**config.mk**
```make
export PLATFORM = sky130hd
export DESIGN_NAME = ex_mem_pipe_flat
export DESIGN_NICKNAME = d
export VERILOG_FILES = /design/src/rtl/ex_mem_pipe_if.sv /design/src/rtl/ex_mem_pipe.sv /design/src/flat_wrapper.sv
export SDC_FILE = /design/constraint.sdc
export NUM_CORES = 1
export LEC_CHECK = 0
export BUFFER_PORTS_ARGS = -buffer_cell sky130_fd_sc_hd__buf_2
export CAP_MARGIN = 20
export CORE_MARGIN = 1
export CORE_UTILIZATION = 46
export CTS_CLUSTER_SIZE = 24
export DETAILED_ROUTE_END_ITERATION = 6
export PLACE_DENSITY_LB_ADDON = 0.1
export SETUP_SLACK_MARGIN = 0.15
export SYNTH_ARGS = -nofsm -noshare
export SYNTH_HDL_FRONTEND = slang
export SYNTH_SLANG_ARGS = --single-unit
```
**constraint.sdc**
```tcl
create_clock -name clk -period 2.2 [get_ports clk]
set_input_delay 0.22 -clock clk [delete_from_list [all_inputs] [get_ports clk]]
set_output_delay 0.22 -clock clk [all_outputs]
set_load 0.1 [all_outputs]
```
**src/rtl/ex_mem_pipe_if.sv**
```systemverilog
// EX->MEM stage bundle: EX-side results/control in, registered MEM-side view out.
// Master is the EX/hazard side that drives stall/flush and ex_*; slave is the pipe register.
interface ex_mem_pipe_if #(
  parameter int DW = 16,
  parameter int RW = 4,
  parameter int CW = 16
);
  logic          stall;
  logic          flush;
  logic          ex_valid;
  logic [2:0]    ex_M;
  logic [1:0]    ex_WB;
  logic [2:0]    ex_bcond;
  logic [2:0]    ex_flags;
  logic [2:0]    ex_flag_we;
  logic [DW-1:0] ex_alu;
  logic [DW-1:0] ex_wdata;
  logic [DW-1:0] ex_pcbranch;
  logic [RW-1:0] ex_rd;

  logic          mem_valid;
  logic [2:0]    mem_M;
  logic [1:0]    mem_WB;
  logic [2:0]    mem_bcond;
  logic [2:0]    mem_flags;
  logic [DW-1:0] mem_alu;
  logic [DW-1:0] mem_wdata;
  logic [DW-1:0] mem_pcbranch;
  logic [RW-1:0] mem_rd;
  logic [CW-1:0] instr_cnt;

  modport master (
    output stall, flush, ex_valid, ex_M, ex_WB, ex_bcond, ex_flags, ex_flag_we,
           ex_alu, ex_wdata, ex_pcbranch, ex_rd,
    input  mem_valid, mem_M, mem_WB, mem_bcond, mem_flags, mem_alu, mem_wdata,
           mem_pcbranch, mem_rd, instr_cnt
  );

  modport slave (
    input  stall, flush, ex_valid, ex_M, ex_WB, ex_bcond, ex_flags, ex_flag_we,
           ex_alu, ex_wdata, ex_pcbranch, ex_rd,
    output mem_valid, mem_M, mem_WB, mem_bcond, mem_flags, mem_alu, mem_wdata,
           mem_pcbranch, mem_rd, instr_cnt
  );
endinterface

```
**src/rtl/ex_mem_pipe.sv**
```systemverilog
// EX->MEM pipeline register with stall/flush, architectural {zr,neg,ov} flags and a
// saturating count of real instructions entering MEM. Latency 1; priority flush > stall > load.
module ex_mem_pipe #(
  parameter int DW = 16,
  parameter int RW = 4,
  parameter int CW = 16
) (
  input  logic         clk,
  input  logic         rst,
  ex_mem_pipe_if.slave bus
);

  logic          valid_q, valid_d;
  logic [2:0]    m_q, m_d;
  logic [1:0]    wb_q, wb_d;
  logic [2:0]    bcond_q, bcond_d;
  logic [2:0]    flags_q, flags_d;
  logic [DW-1:0] alu_q, alu_d;
  logic [DW-1:0] wdata_q, wdata_d;
  logic [DW-1:0] pcb_q, pcb_d;
  logic [RW-1:0] rd_q, rd_d;
  logic [CW-1:0] cnt_q, cnt_d;

  always_comb begin
    valid_d = valid_q;
    m_d     = m_q;
    wb_d    = wb_q;
    bcond_d = bcond_q;
    flags_d = flags_q;
    alu_d   = alu_q;
    wdata_d = wdata_q;
    pcb_d   = pcb_q;
    rd_d    = rd_q;
    cnt_d   = cnt_q;

    // Data fields follow EX whenever the stage is not frozen; a flush overrides a stall.
    if (bus.flush || !bus.stall) begin
      bcond_d = bus.ex_bcond;
      alu_d   = bus.ex_alu;
      wdata_d = bus.ex_wdata;
      pcb_d   = bus.ex_pcbranch;
      rd_d    = bus.ex_rd;
      valid_d = 1'b0;
      m_d     = 3'b000;
      wb_d    = 2'b00;
      if (!bus.flush && bus.ex_valid) begin
        valid_d = 1'b1;
        m_d     = bus.ex_M;
        wb_d    = bus.ex_WB;
        flags_d = (flags_q & ~bus.ex_flag_we) | (bus.ex_flags & bus.ex_flag_we);
        if (cnt_q != {CW{1'b1}}) begin
          cnt_d = cnt_q + CW'(1);
        end
      end
    end
  end

  always_ff @(posedge clk or negedge rst) begin
    if (!rst) begin
      valid_q <= 1'b0;
      m_q     <= 3'b000;
      wb_q    <= 2'b00;
      bcond_q <= 3'b000;
      flags_q <= 3'b000;
      alu_q   <= '0;
      wdata_q <= '0;
      pcb_q   <= '0;
      rd_q    <= '0;
      cnt_q   <= '0;
    end else begin
      valid_q <= valid_d;
      m_q     <= m_d;
      wb_q    <= wb_d;
      bcond_q <= bcond_d;
      flags_q <= flags_d;
      alu_q   <= alu_d;
      wdata_q <= wdata_d;
      pcb_q   <= pcb_d;
      rd_q    <= rd_d;
      cnt_q   <= cnt_d;
    end
  end

  assign bus.mem_valid    = valid_q;
  assign bus.mem_M        = m_q;
  assign bus.mem_WB       = wb_q;
  assign bus.mem_bcond    = bcond_q;
  assign bus.mem_flags    = flags_q;
  assign bus.mem_alu      = alu_q;
  assign bus.mem_wdata    = wdata_q;
  assign bus.mem_pcbranch = pcb_q;
  assign bus.mem_rd       = rd_q;
  assign bus.instr_cnt    = cnt_q;

endmodule

```
**src/flat_wrapper.sv**
```systemverilog
// flat-port wrapper written by rule: the top's interface ports become plain ports
module ex_mem_pipe_flat 
#(
  parameter int DW = 16,
  parameter int RW = 4,
  parameter int CW = 16
)
  (clk, rst, bus_stall, bus_flush, bus_ex_valid, bus_ex_M, bus_ex_WB, bus_ex_bcond, bus_ex_flags, bus_ex_flag_we, bus_ex_alu, bus_ex_wdata, bus_ex_pcbranch, bus_ex_rd, bus_mem_valid, bus_mem_M, bus_mem_WB, bus_mem_bcond, bus_mem_flags, bus_mem_alu, bus_mem_wdata, bus_mem_pcbranch, bus_mem_rd, bus_instr_cnt);
  ex_mem_pipe_if #(.DW(DW), .RW(RW), .CW(CW)) bus_i ();
  input  logic clk;
  input  logic rst;
  input wire logic [$bits(bus_i.stall)-1:0] bus_stall;
  input wire logic [$bits(bus_i.flush)-1:0] bus_flush;
  input wire logic [$bits(bus_i.ex_valid)-1:0] bus_ex_valid;
  input wire logic [$bits(bus_i.ex_M)-1:0] bus_ex_M;
  input wire logic [$bits(bus_i.ex_WB)-1:0] bus_ex_WB;
  input wire logic [$bits(bus_i.ex_bcond)-1:0] bus_ex_bcond;
  input wire logic [$bits(bus_i.ex_flags)-1:0] bus_ex_flags;
  input wire logic [$bits(bus_i.ex_flag_we)-1:0] bus_ex_flag_we;
  input wire logic [$bits(bus_i.ex_alu)-1:0] bus_ex_alu;
  input wire logic [$bits(bus_i.ex_wdata)-1:0] bus_ex_wdata;
  input wire logic [$bits(bus_i.ex_pcbranch)-1:0] bus_ex_pcbranch;
  input wire logic [$bits(bus_i.ex_rd)-1:0] bus_ex_rd;
  output wire logic [$bits(bus_i.mem_valid)-1:0] bus_mem_valid;
  output wire logic [$bits(bus_i.mem_M)-1:0] bus_mem_M;
  output wire logic [$bits(bus_i.mem_WB)-1:0] bus_mem_WB;
  output wire logic [$bits(bus_i.mem_bcond)-1:0] bus_mem_bcond;
  output wire logic [$bits(bus_i.mem_flags)-1:0] bus_mem_flags;
  output wire logic [$bits(bus_i.mem_alu)-1:0] bus_mem_alu;
  output wire logic [$bits(bus_i.mem_wdata)-1:0] bus_mem_wdata;
  output wire logic [$bits(bus_i.mem_pcbranch)-1:0] bus_mem_pcbranch;
  output wire logic [$bits(bus_i.mem_rd)-1:0] bus_mem_rd;
  output wire logic [$bits(bus_i.instr_cnt)-1:0] bus_instr_cnt;
  assign bus_i.stall = bus_stall;
  assign bus_i.flush = bus_flush;
  assign bus_i.ex_valid = bus_ex_valid;
  assign bus_i.ex_M = bus_ex_M;
  assign bus_i.ex_WB = bus_ex_WB;
  assign bus_i.ex_bcond = bus_ex_bcond;
  assign bus_i.ex_flags = bus_ex_flags;
  assign bus_i.ex_flag_we = bus_ex_flag_we;
  assign bus_i.ex_alu = bus_ex_alu;
  assign bus_i.ex_wdata = bus_ex_wdata;
  assign bus_i.ex_pcbranch = bus_ex_pcbranch;
  assign bus_i.ex_rd = bus_ex_rd;
  assign bus_mem_valid = bus_i.mem_valid;
  assign bus_mem_M = bus_i.mem_M;
  assign bus_mem_WB = bus_i.mem_WB;
  assign bus_mem_bcond = bus_i.mem_bcond;
  assign bus_mem_flags = bus_i.mem_flags;
  assign bus_mem_alu = bus_i.mem_alu;
  assign bus_mem_wdata = bus_i.mem_wdata;
  assign bus_mem_pcbranch = bus_i.mem_pcbranch;
  assign bus_mem_rd = bus_i.mem_rd;
  assign bus_instr_cnt = bus_i.instr_cnt;
  ex_mem_pipe #(.DW(DW), .RW(RW), .CW(CW)) u_core (.clk(clk), .rst(rst), .bus(bus_i));
endmodule
```
==> results of run 1 <==
## repair_timing
action                     CTS  global route
setup endpoints to repair    0             0
hold endpoints to repair    42             0
hold buffers                 1             0
## layer usage
metal  vias up  global-route usage  share of wire
met5         -                   0              0
met4         0             0.09697          0.022
met3        14             0.05934          0.070
met2        98              0.3548           0.48
met1      1262              0.2671           0.43
li1       1341                   -              -
## sequential cells by signal, summed over array words and instances (netlist names), named ones only
| name | count |
|---|---|
| u_core.bus.mem_WB | 2 |
| u_core.bus.mem_pcbranch | 16 |
| u_core.bus.mem_rd | 4 |
| u_core.bus.mem_M | 3 |
| u_core.bus.mem_wdata | 16 |
| u_core.bus.mem_alu | 16 |
| u_core.bus.mem_bcond | 3 |
| u_core.bus.mem_valid | 1 |
| u_core.bus.instr_cnt | 16 |
## stage by stage
stage	std cells	area (µm²)	hold WS, ns	util	total power, mW
2_1_floorplan	328	3227	-0.07559	-	3.059
3_3_place_gp	547	4096	0.2459	0.6272	3.377
3_5_place_dp	547	4096	0.2540	0.6272	3.405
4_1_cts	563	4302	0.04911	0.6586	4.477
5_1_grt	563	4302	0.06519	0.6586	4.597
6_report	563	4302	0.06408	0.6586	4.430
## power breakdown
group / internal [mW] / leakage (nW) / switching [mW]
combinational: 0.249 / 1.34 / 1.37
clock: 0.547 / 0.0904 / 0.515
sequential: 1.64 / 0.964 / 0.112
## how the worst max path moves through the flow
stage,cells past startpoint,endpoint,slack (ns)
final,5,u_core.bus.instr_cnt[1],0.28
after global routing,5,u_core.bus.instr_cnt[1],0.17
after CTS,5,u_core.bus.instr_cnt[1],0.29
after detailed placement,5,u_core.bus.instr_cnt[1],0.30
after global placement,5,u_core.bus.instr_cnt[15],0.39
after floorplan,5,u_core.bus.instr_cnt[1],0.22
## Yosys cell counts (all sizes together)
master,instances
or3b,1
inv,1
nor2b,1
nor3,6
or4,1
dfrtp,80
nor3b,3
nor2,2
nand2b,1
clkbuf,11
o22a,1
and4,1
xor2,9
a22o,5
buf,3
nor4,3
or3,1
or2,1
xnor2,4
ha,1
mux2,5
nand4,5
nand3,6
or4b,1
nand2,175
## area by class of cell
type | instances | area (µm²)
flip-flops and latches | 80 | 2027
fillers | 608 | 2230
clock buffers | 10 | 137.6
well taps | 77 | 96.34
multi-input cells | 233 | 1146
inverters | 1 | 3.754
clock inverters | 5 | 57.56
repair buffers | 157 | 833.3
## kinds of logic after synthesis
kind of cell | synth area share
buf+inv | 0.01998
compound gates | 0.01646
simple gates | 0.2794
flops | 0.6270
xor+xnor | 0.03566
mux | 0.01763
fa+ha+maj | 0.003918
## worst max-delay path, stage by stage, from the launching register on
cell,delay [ns]
dfrtp_4,0.44
ha_1,0.19
nand4_1,0.25
nor4_4,0.45
nor2_1,0.14
mux2_1,0.33
==> flow_metrics.env, run 1 <==
export IMPL_ant_nets=0
export IMPL_firstDrtPassIters=4
export IMPL_design_core_area_um2=6531
export IMPL_start_util=0.4889
export IMPL_dieWidth_um=85.32
export IMPL_yosys_top_cells_area="dfrtp_1, nand2_1, xor2_1"
export IMPL_cts_buffers_inserted=9
export IMPL_gp_congestion=0.7905
export IMPL_outcome="finished, final reports clean"
export IMPL_synth_avg_cell_area_um2=9.735
export IMPL_tns_ns=0
export IMPL_first_global_vias=2595
export IMPL_port_buffers=150
export IMPL_power_density_nw_per_um2=1030
export IMPL_rows=29
export IMPL_crit_type="register to register"
export IMPL_grt_setup_unrepaired="no"
export IMPL_yosys_cell_types_count=29
export IMPL_clock_path_buffers=2
export IMPL_grt_max_degree=46
export IMPL_holdPathStages=3
export IMPL_synth_seq_cells=80
export IMPL_critPathLaunch="u_core.bus.instr_cnt[0]"
export IMPL_layout_setup_ws_ns=0.2812
export IMPL_hold_end="u_core.bus.mem_pcbranch[0]"
export IMPL_insertion_delay_ns=0.34
export IMPL_setup_viol=0
export IMPL_mostFrequentLayoutCells="nand2_1, buf_2, dfrtp_1"
export IMPL_netlist_instances=328
export IMPL_layout_nets=554
export IMPL_hold_class="input pin to register"
export IMPL_r2r_start="u_core.bus.instr_cnt[0]"
export IMPL_die_h_um=85.32
export IMPL_n_antenna_cell=0
export IMPL_pin_count=151
export IMPL_crit_required_ns=2.42
export IMPL_place_ws_ns=0.3028
export IMPL_p_leak_nw=2.391
export IMPL_drc=0
export IMPL_finalCritPeriodShare=0.8722
export IMPL_antenna_found_initial=0
export IMPL_final_common_cell="nand2_1"
export IMPL_cp_start_kind="register"
export IMPL_drive_above_1_share=0.4053
export IMPL_skew_ns=0.006970
export IMPL_root_buffer="clkbuf_8"
export IMPL_hold_violations=0
export IMPL_ys_warn_count=0
export IMPL_hold_start="bus_ex_pcbranch[0]"
export IMPL_endpoint_kind="register"
export IMPL_r2r_slack_ns=0.28
export IMPL_drt_iter0_markers=98
export IMPL_cp_data_arrival_time_ns=2.14
export IMPL_period_minus_slack_ns=1.919
export IMPL_synthToLayoutAreaGrowth_pct=34.72
export IMPL_grt_pass1_wl_mm=12.16
export IMPL_crit_fanout=7
export IMPL_fmax_ghz=0.5212
export IMPL_synth_top_cell_area_share=0.6270
export IMPL_h_tree_depth=3
export IMPL_ir_drop_uv=650.9
export IMPL_synth_seq_area_share=0.6270
export IMPL_drt_vias_per_instance=4.822
export IMPL_synth_top_area_cell="dfrtp_1"
export IMPL_die_area_um2=7279
export IMPL_worst_pin_slew_ns=0.5785
export IMPL_post_cts_buffers=0
export IMPL_worstRegToRegCells=5
export IMPL_wl_per_cell_um=13.32
export IMPL_final_max_slew_violation_count=0
export IMPL_cts_clk_slew_worst_paths_ns=0.08
export IMPL_dp_hpwl_mm=5.412
export IMPL_cts_resized=0
export IMPL_clkSinkCount=80
export IMPL_syn_area_um2=3193
export IMPL_grt_overflow=0
export IMPL_maxCapViolCount=0
export IMPL_reg2reg_to="u_core.bus.instr_cnt[1]"
export IMPL_vias=2715
export IMPL_relSlewSlack=0.6143
export IMPL_tritoncts="built"
export IMPL_grt_usage=0.2156
export IMPL_syn_nets=400
export IMPL_routed_wl_mm=7.500
Note: power is estimated with default switching activity, not from simulation.
==> run 2: changes to the inputs <==
--- a/config.mk
+++ b/config.mk
@@ -5,7 +5,7 @@
 export SDC_FILE = /design/constraint.sdc
 export NUM_CORES = 1
 export LEC_CHECK = 0
-export BUFFER_PORTS_ARGS = -buffer_cell sky130_fd_sc_hd__buf_2
+export BUFFER_PORTS_ARGS = -buffer_cell sky130_fd_sc_hd__buf_4
 export CAP_MARGIN = 20
 export CORE_MARGIN = 1
 export CORE_UTILIZATION = 46
==> flow_metrics.env, run 2 (synthesized netlist as in run 1, its figures left out) <==
export IMPL_dp_cells=545
export IMPL_dp_hpwl_mm=5.373
export IMPL_gp_congestion=0.7762
export IMPL_grt_pass1_wl_mm=12.53
export IMPL_antenna_found_initial=0
export IMPL_crit_chain="ha_1 -> nand4_1 -> nor4_4 -> nor2_1 -> mux2_1"
export IMPL_synthToLayoutAreaGrowth_pct=46.75
export IMPL_tns_ns=0
export IMPL_endpoint_kind="register"
export IMPL_port_buffers=150
export IMPL_pin_count=151
export IMPL_finalPower_mw=4.658
export IMPL_firstDrtPassIters=5
export IMPL_crit_slowest_cell="dfrtp_4"
export IMPL_drc=0
export IMPL_routed_wl_mm=7.717
export IMPL_outcome="finished, final reports clean"
export IMPL_relSlewSlack=0.5982
export IMPL_worstRegToRegCells=5
export IMPL_grt_setup_unrepaired="no"
export IMPL_first_global_vias=2610
export IMPL_root_buffer="clkbuf_8"
export IMPL_grt_overflow=0
export IMPL_cts_clk_slew_worst_paths_ns=0.08
export IMPL_r2r_start="u_core.bus.instr_cnt[0]"
export IMPL_pwr_share_clk=0.250
export IMPL_p_sw_mw=2.021
export IMPL_layout_nets=552
export IMPL_swShare=0.4340
export IMPL_pwr_share_seq=0.377
export IMPL_ant_nets=0
export IMPL_grt_usage=0.2239
export IMPL_holdPathStages=3
export IMPL_clock_path_buffers=2
export IMPL_mostFrequentLayoutCells="nand2_1, buf_4, dfrtp_1"
export IMPL_crit_required_ns=2.43
export IMPL_nFillCells=496
export IMPL_die_area_um2=7279
export IMPL_reg2reg_to="u_core.bus.instr_cnt[1]"
export IMPL_crit_buf_inv=0
export IMPL_drive_above_1_share=0.4029
export IMPL_grt_max_degree=62
export IMPL_h_tree_depth=3
export IMPL_hold_end="u_core.bus.mem_alu[2]"
export IMPL_cp_data_arrival_time_ns=2.12
export IMPL_holdWs_ns=0.06007
export IMPL_cp_start_kind="register"
export IMPL_grtUsageMet2=0.3519
export IMPL_cp_top_family="simple AND/OR/NAND/NOR gates"
export IMPL_hold_violations=0
export IMPL_drt_vias_per_instance=4.829
export IMPL_instances_no_fill=561
export IMPL_design_core_area_um2=6531
export IMPL_p_leak_nw=2.503
export IMPL_tritoncts="built"
export IMPL_fmax_ghz=0.5308
export IMPL_drt_iter0_markers=109
export IMPL_power_density_nw_per_um2=994.0
export IMPL_hold_start="bus_ex_alu[2]"
export IMPL_pwr_share_comb=0.373
export IMPL_ir_drop_uv=563.4
export IMPL_busiest_layer="met2"
export IMPL_use_met1=0.2889
export IMPL_insertion_delay_ns=0.35
export IMPL_post_cts_buffers=0
export IMPL_cts_resized=0
export IMPL_final_common_cell="nand2_1"
export IMPL_dieWidth_um=85.32
export IMPL_p_int_mw=2.636
export IMPL_maxCapViolCount=0
export IMPL_start_util=0.4889
export IMPL_n_antenna_cell=0
export IMPL_clkSinkCount=80
export IMPL_rows=29
export IMPL_worst_pin_slew_ns=0.6027
export IMPL_hold_class="input pin to register"
export IMPL_setup_viol=0
export IMPL_r2r_slack_ns=0.32
export IMPL_wl_per_cell_um=13.76
export IMPL_cts_hold_buf=1
export IMPL_use_met3=0.07393
export IMPL_slowest_delay_ns=0.44
export IMPL_crit_fanout=7
export IMPL_skew_ns=0.007629
export IMPL_die_h_um=85.32
export IMPL_crit_type="register to register"
export IMPL_vias=2709
export IMPL_finalCritPeriodShare=0.8564
export IMPL_period_minus_slack_ns=1.884
export IMPL_final_max_slew_violation_count=0
export IMPL_cts_buffers_inserted=9
run 2: final cells by class:
type | count | area (µm²) | share of cell area
repair buffers | 155 | 1204 | 0.2569
flip-flops and latches | 80 | 2027 | 0.4326
inverters | 1 | 3.754 | 0.0008011
clock inverters | 6 | 85.08 | 0.01816
multi-input cells | 233 | 1146 | 0.2446
well taps | 77 | 96.34 | 0.02056
clock buffers | 9 | 123.9 | 0.02644
run 2: worst max-delay path by stage:
stage | startpoint | to | cells after the start
2_1_floorplan | u_core.bus.instr_cnt[0] | u_core.bus.instr_cnt[1] | 5
3_3_place_gp | bus_flush | u_core.bus.instr_cnt[15] | 5
3_5_place_dp | bus_flush | u_core.bus.instr_cnt[15] | 5
4_1_cts | u_core.bus.instr_cnt[0] | u_core.bus.instr_cnt[1] | 5
5_1_grt | u_core.bus.instr_cnt[0] | u_core.bus.instr_cnt[1] | 5
6_report | u_core.bus.instr_cnt[0] | u_core.bus.instr_cnt[1] | 5
run 2: per-layer routing:
layer | part of all wire | vias to the layer above
met3 | 0.076 | 14
li1 | - | 1340
met4 | 0.020 | 0
met1 | 0.42 | 1254
met2 | 0.48 | 101
met5 | 0 | -
run 2: metrics by stage:
step           utilization  worst slack, ns  instance area, µm²
3_3_place_gp        0.6839           0.3841                4467
5_1_grt             0.7174           0.2103                4686
2_1_floorplan            -           0.2212                3227
6_report            0.7174           0.3159                4686
4_1_cts             0.7174           0.3086                4686
3_5_place_dp        0.6839           0.2878                4467
run 2: power groups by stage:
stage | clock network [mW] | logic, mW | registers [mW]
after floorplan | 0 | 0.183 | 2.88
after global placement | 0 | 1.73 | 1.78
after detailed placement | 0 | 1.75 | 1.79
after CTS | 1.18 | 1.75 | 1.76
after global routing | 1.26 | 1.80 | 1.78
final | 1.16 | 1.74 | 1.76
run 2: worst reg2reg max path, cell delays in order, from the launching register on:
cell	delay (ns)
dfrtp_4	0.44
ha_1	0.19
nand4_1	0.24
nor4_4	0.44
nor2_1	0.13
mux2_1	0.33
